**config.mk**
```make
export PLATFORM = sky130hd
export DESIGN_NAME = bf16_spi_host_master
export DESIGN_NICKNAME = d
export VERILOG_FILES = /design/src/rtl/bf16_spi_pkg.sv /design/src/rtl/bf16_spi_shifter.sv /design/src/rtl/bf16_spi_host_master.sv
export SDC_FILE = /design/constraint.sdc
export NUM_CORES = 1
export LEC_CHECK = 0
export BUFFER_PORTS_ARGS = -buffer_cell sky130_fd_sc_hd__buf_2
export CORE_AREA = 2 2 84 86
export CTS_CLUSTER_DIAMETER = 60
export DETAILED_ROUTE_END_ITERATION = 12
export DIE_AREA = 0 0 86 88
export PLACE_DENSITY_LB_ADDON = 0.05
export SYNTH_ARGS = -nofsm -noshare
export SYNTH_HDL_FRONTEND = slang
export SYNTH_SLANG_ARGS = --single-unit
```
**constraint.sdc**
```tcl
create_clock -name clk -period 5.6 [get_ports clk]
set_input_delay 0.84 -clock clk [delete_from_list [all_inputs] [get_ports clk]]
set_output_delay 0.84 -clock clk [all_outputs]
set_load 0.02 [all_outputs]
```
**src/rtl/bf16_spi_pkg.sv**
```systemverilog
// Shared definitions for the bfloat16 coprocessor SPI link: word width,
// coprocessor opcodes, frame terminator and the host-master FSM encoding.
package bf16_spi_pkg;

  localparam int WORD_W = 16;

  localparam logic [WORD_W-1:0] OP_ZERO     = 16'h0000;
  localparam logic [WORD_W-1:0] OP_SET_ACC  = 16'h0001;
  localparam logic [WORD_W-1:0] OP_LOAD_ACC = 16'h0002;
  localparam logic [WORD_W-1:0] OP_ADD      = 16'h0003;
  localparam logic [WORD_W-1:0] OP_SUB      = 16'h0004;
  localparam logic [WORD_W-1:0] OP_MUL      = 16'h0005;
  localparam logic [WORD_W-1:0] OP_DIV      = 16'h0006;
  localparam logic [WORD_W-1:0] OP_SUM      = 16'h0007;
  localparam logic [WORD_W-1:0] OP_SUBACC   = 16'h0008;

  localparam logic [WORD_W-1:0] WORD_END    = 16'hFFFF;

  typedef enum logic [1:0] {
    ST_IDLE  = 2'd0,
    ST_SETUP = 2'd1,
    ST_SHIFT = 2'd2,
    ST_GAP   = 2'd3
  } state_t;

endpackage

```
**src/rtl/bf16_spi_shifter.sv**
```systemverilog
// Transmit/receive shift registers and bit counter for one SPI frame.
// Both directions move LSB-first: tx drains from bit 0, rx fills from the top.
module bf16_spi_shifter
  import bf16_spi_pkg::*;
#(
  parameter int WORD_W = bf16_spi_pkg::WORD_W
) (
  input  logic              clk,
  input  logic              rst,
  input  logic              load,
  input  logic [WORD_W-1:0] load_data,
  input  logic              shift_en,
  input  logic              miso,
  output logic              mosi,
  output logic              last_bit,
  output logic [WORD_W-1:0] rx_word
);

  localparam int CNT_W = $clog2(WORD_W);

  logic [WORD_W-1:0] r_tx_sr;
  logic [WORD_W-1:0] r_rx_sr;
  logic [CNT_W-1:0]  r_bit_cnt;

  // NOTE: sequential state uses non-blocking assignments so every register
  // samples pre-edge values; blocking here would make the shift order-dependent.
  always_ff @(posedge clk or posedge rst) begin
    if (rst) begin
      r_tx_sr   <= '0;
      r_rx_sr   <= '0;
      r_bit_cnt <= '0;
    end else if (load) begin
      r_tx_sr   <= load_data;
      r_rx_sr   <= '0;
      r_bit_cnt <= '0;
    end else if (shift_en) begin
      r_tx_sr   <= {1'b0, r_tx_sr[WORD_W-1:1]};
      r_rx_sr   <= {miso, r_rx_sr[WORD_W-1:1]};
      r_bit_cnt <= r_bit_cnt + 1'b1;
    end
  end

  assign mosi     = r_tx_sr[0];
  assign last_bit = (r_bit_cnt == CNT_W'(WORD_W - 1));
  assign rx_word  = r_rx_sr;

endmodule

```
**src/rtl/bf16_spi_host_master.sv**
```systemverilog
// Host-side SPI initiator for the bfloat16 coprocessor: frames one stream word
// per ss-low window, clocked by clk, and returns the captured miso word.
module bf16_spi_host_master
  import bf16_spi_pkg::*;
#(
  parameter int WORD_W    = bf16_spi_pkg::WORD_W,
  parameter int SETUP_CYC = 1,
  parameter int GAP_CYC   = 2
) (
  input  logic              clk,
  input  logic              rst,
  input  logic              in_valid,
  output logic              in_ready,
  input  logic [WORD_W-1:0] in_data,
  output logic              out_valid,
  input  logic              out_ready,
  output logic [WORD_W-1:0] out_data,
  output logic              ss,
  output logic              mosi,
  input  logic              miso,
  output logic              busy
);

  localparam int CNT_W = 8;

  state_t            r_state;
  logic              r_ss;
  logic              r_out_valid;
  logic [WORD_W-1:0] r_out_data;
  logic [CNT_W-1:0]  r_cnt;

  logic              w_accept;
  logic              w_shift_en;
  logic              w_tx_bit;
  logic              w_last_bit;
  logic [WORD_W-1:0] w_rx_word;

  // NOTE: in_ready is a pure function of registered state (plus rst), so a
  // continuous assign is enough and no latch or extra cycle of lag appears.
  assign in_ready   = (r_state == ST_IDLE) && !r_out_valid && !rst;
  assign w_accept   = in_valid && in_ready;
  assign w_shift_en = (r_state == ST_SHIFT);

  bf16_spi_shifter #(.WORD_W(WORD_W)) u_shifter (
    .clk       (clk),
    .rst       (rst),
    .load      (w_accept),
    .load_data (in_data),
    .shift_en  (w_shift_en),
    .miso      (miso),
    .mosi      (w_tx_bit),
    .last_bit  (w_last_bit),
    .rx_word   (w_rx_word)
  );

  always_ff @(posedge clk or posedge rst) begin
    if (rst) begin
      r_state     <= ST_IDLE;
      r_ss        <= 1'b1;
      r_out_valid <= 1'b0;
      r_out_data  <= '0;
      r_cnt       <= '0;
    end else begin
      if (r_out_valid && out_ready) r_out_valid <= 1'b0;

      case (r_state)
        ST_IDLE: begin
          if (w_accept) begin
            r_state <= ST_SETUP;
            r_ss    <= 1'b0;
            r_cnt   <= '0;
          end
        end
        ST_SETUP: begin
          if (r_cnt == CNT_W'(SETUP_CYC - 1)) begin
            r_state <= ST_SHIFT;
            r_cnt   <= '0;
          end else begin
            r_cnt <= r_cnt + 1'b1;
          end
        end
        ST_SHIFT: begin
          if (w_last_bit) begin
            r_state <= ST_GAP;
            r_ss    <= 1'b1;
            r_cnt   <= '0;
          end
        end
        ST_GAP: begin
          // Response is only published once ss has been high for the full gap.
          if (r_cnt == CNT_W'(GAP_CYC - 1)) begin
            r_state     <= ST_IDLE;
            r_out_data  <= w_rx_word;
            r_out_valid <= 1'b1;
            r_cnt       <= '0;
          end else begin
            r_cnt <= r_cnt + 1'b1;
          end
        end
        default: r_state <= ST_IDLE;
      endcase
    end
  end

  assign ss        = r_ss;
  assign mosi      = w_shift_en & w_tx_bit;
  assign busy      = (r_state != ST_IDLE);
  assign out_valid = r_out_valid;
  assign out_data  = r_out_data;

endmodule

```
==> flow_metrics.tcl <==
set metrics [dict create \
    status "completed" \
    synth_top_area_share_pct 53.9 \
    crit_required_ps 4760 \
    cts_repair_resize_count 0 \
    area_delta_synth_final_pct 16.9 \
    path_class "reg2out" \
    synth_nets 287 \
    overflow 0 \
    syn_avg_cell_area_um2 11.3 \
    grtUsageTotal_pct 15.6 \
    dieWidth_um 86 \
    drc_errors 0 \
    worst-slew-pin-transition_ps 959 \
    max_freq_ghz 0.327 \
    dr.pass1.iters 4 \
    ir_worst_vdd_mv 0.147 \
    start_util_pct 44.0 \
    end_kind "output pin" \
    insertedDiodeCount 0 \
    nets 329 \
    fillCellCount 613 \
    synth_area_leaders "dfrtp_1 (54%), mux2i_1 (11%), mux2_2 (6.5%)" \
    cts_buffers 9 \
    grt_max_degree 45 \
    finalHoldViolations 0 \
    root_buffer "clkbuf_8" \
    fin_skew_ps 12.2 \
    grt_pass1_wl_mm 9.03 \
    num_rows 30 \
    finalSetupViolations 0 \
    ys_ff_latch 64 \
    placed_cell_area_um2 3200 \
    grt_setup_unrepaired "no" \
    yosysTopAreaCell "dfrtp_1" \
    yosysUniqueCellTypes 35 \
    syn_inst 258 \
    cts_tree "done" \
    cts_max_level 3 \
    period_minus_slack_ps 3060 \
    drt_iter0_markers 114 \
    port_buffers 41 \
    final_core_util_pct 51.5 \
    critical_path.slowest_cell "ha_2" \
    routedWlPerCell_um 13.8 \
    power_density_nw_per_um2 272 \
    gp_routability_congestion 0.761 \
    vias_per_cell 5.20 \
    core-area_um2 6640 \
    post-dp-hpwl_mm 3.49 \
    clock_sinks 64 \
    max_stage_delay_ps 620 \
    cts_buffer_depth 2 \
    yosysWarningCount 0 \
    drv_cap 0 \
    cts_setup_buffers 0 \
    via_count 2001 \
    fin_area_um2 3420 \
    wl_mm 5.32 \
    instances_no_fill 385 \
    die_h_um 88 \
    leakagePower_nw 1.43 \
    drt.antenna.violating_nets 0 \
    tns_ps 0 \
    finalMaxSlewViolations 0 \
    grt_pass1_vias 1833 \
    clkTransAtPathRegs_ps 70 \
    cp_max_fo 24 \
    antenna_found_initial 0 \
    fin_crit_sh_pct 54.6 \
    hold_buffers 0 \
    synth_seq_area_share_pct 54.8 \
    ios 42 \
    path_cells "inv_1 > ha_2 > buf_4 > and2_1 > buf_2" \
    clock_latency_ps 350 \
    dp.cells 369 \
    drive_gt1_share_pct 27.5 \
    hold_path_class "reg2reg" \
    worst_setup_path_start_kind "flop" \
    crit_arrival_ps 2220 \
    max_slew_margin_pct 36.0 \
    syn-cell-area_um2 2930 \
    dieArea_um2 7570 \
]
[area by class of cell]
| cell class | count | area [µm²] | share of cell area [%] |
|---|---|---|---|
| well taps | 80 | 100 | 2.93 |
| clock inverters | 7 | 103 | 3.00 |
| repair buffers | 44 | 228 | 6.65 |
| clock buffers | 9 | 124 | 3.62 |
| flip-flops and latches | 64 | 1600 | 46.8 |
| inverters | 10 | 37.5 | 1.10 |
| multi-input cells | 171 | 1230 | 35.9 |
[synth_stat cells]
library cell  instances
a21oi_1               2
a22o_1                2
a22oi_1               1
a31oi_1               2
and2_1                3
buf_2                 7
buf_4                 1
clkbuf_1              5
dfrtp_1              63
dfstp_2               1
ha_1                  8
inv_1                10
mux2_2               17
mux2i_1              33
nand2_1              29
nand2b_1              1
nand3_1               3
nand4_1               1
nand4_2               1
nor2_1               25
nor3_1                2
nor3_2                1
nor3b_1               1
nor4_1                1
nor4_4                1
o2111ai_1             1
o211ai_1              7
o21a_1                1
o21ai_0              21
o22ai_1               1
o311ai_2              1
o31ai_1               1
or3b_1                1
xnor2_1               1
xor2_1                2
[sequential cells by signal, summed over array words and instances (netlist names)]
signal               cells
ss                       1
u_shifter.r_bit_cnt      4
out_valid                1
r_state                  2
out_data                16
u_shifter.r_tx_sr       16
r_cnt                    8
u_shifter.rx_word       16
[cells by family after synthesis]
logic type / count (synthesis) / share of synthesized area, %
simple gates: 70 / 11.1
flops: 64 / 54.8
mux: 50 / 17.8
compound gates: 40 / 8.59
buf+inv: 23 / 3.38
fa+ha+maj: 8 / 3.42
xor+xnor: 3 / 0.898
[per-layer routing]
metal	routed length, µm	vias to the layer above	track usage, %
met1	2580	972	21.5
met2	2380	42	22.6
met3	224	11	3.68
met5	0	-	0
met4	134	0	8.51
li1	-	976	-
[path summary, 6_finish.rpt]
check | cells after the start | from | slack [ps] | to
worst max register to register | 6 | r_state[0]$_DFFE_PP0P_ | 3170 | u_shifter.r_tx_sr[8]$_DFFE_PP0P_
worst min register to register | 1 | out_data[14]$_DFFE_PP0P_ | 500 | out_data[14]$_DFFE_PP0P_
worst min-delay path | 1 | out_data[14]$_DFFE_PP0P_ | 500 | out_data[14]$_DFFE_PP0P_
worst max-delay path | 5 | r_state[0]$_DFFE_PP0P_ | 2540 | mosi
min in group asynchronous | 2 | rst | 510 | u_shifter.r_tx_sr[13]$_DFFE_PP0P_
max in group asynchronous | 3 | rst | 4170 | ss$_DFFE_PP1P_
[cell usage in the layout, fill, tap and decap left out, types with 2 or more instances in the layout]
master      n
ha_1        7
buf_2      41
o211ai_1    7
nor2_1     25
nand2_1    29
nand3_1     3
a21oi_1     2
xor2_1      2
buf_4       3
and2_1      3
inv_1       9
a31oi_1     2
mux2i_1    33
inv_6       3
mux2_2     17
a22o_1      2
bufinv_16   2
clkbuf_8    9
o21ai_0    21
nor3_1      2
dfrtp_1    63
[metrics by stage]
step | total power [W] | hold slack [ps] | setup WS (ps)
floorplan | 0.000478 | 480 | 3160
global placement | 0.000489 | 483 | 2920
detailed placement | 0.000489 | 488 | 2910
CTS | 0.000945 | 506 | 2520
global route | 0.000965 | 513 | 2420
finish | 0.000930 | 503 | 2540
[critical path, delay by kind of cell, from the launching register on]
family / cells / cell delay, ps
simple gates: 1 / 170
flops: 1 / 400
buf+inv: 3 / 670
fa+ha+maj: 1 / 620
[power breakdown]
part / switching, W / internal [W]
Sequential: 0.0000000000000000000527 / 0.000462
Combinational: 0.0000113 / 0.00000574
Clock: 0.000195 / 0.000256
Note: power is estimated with default switching activity, not from simulation.
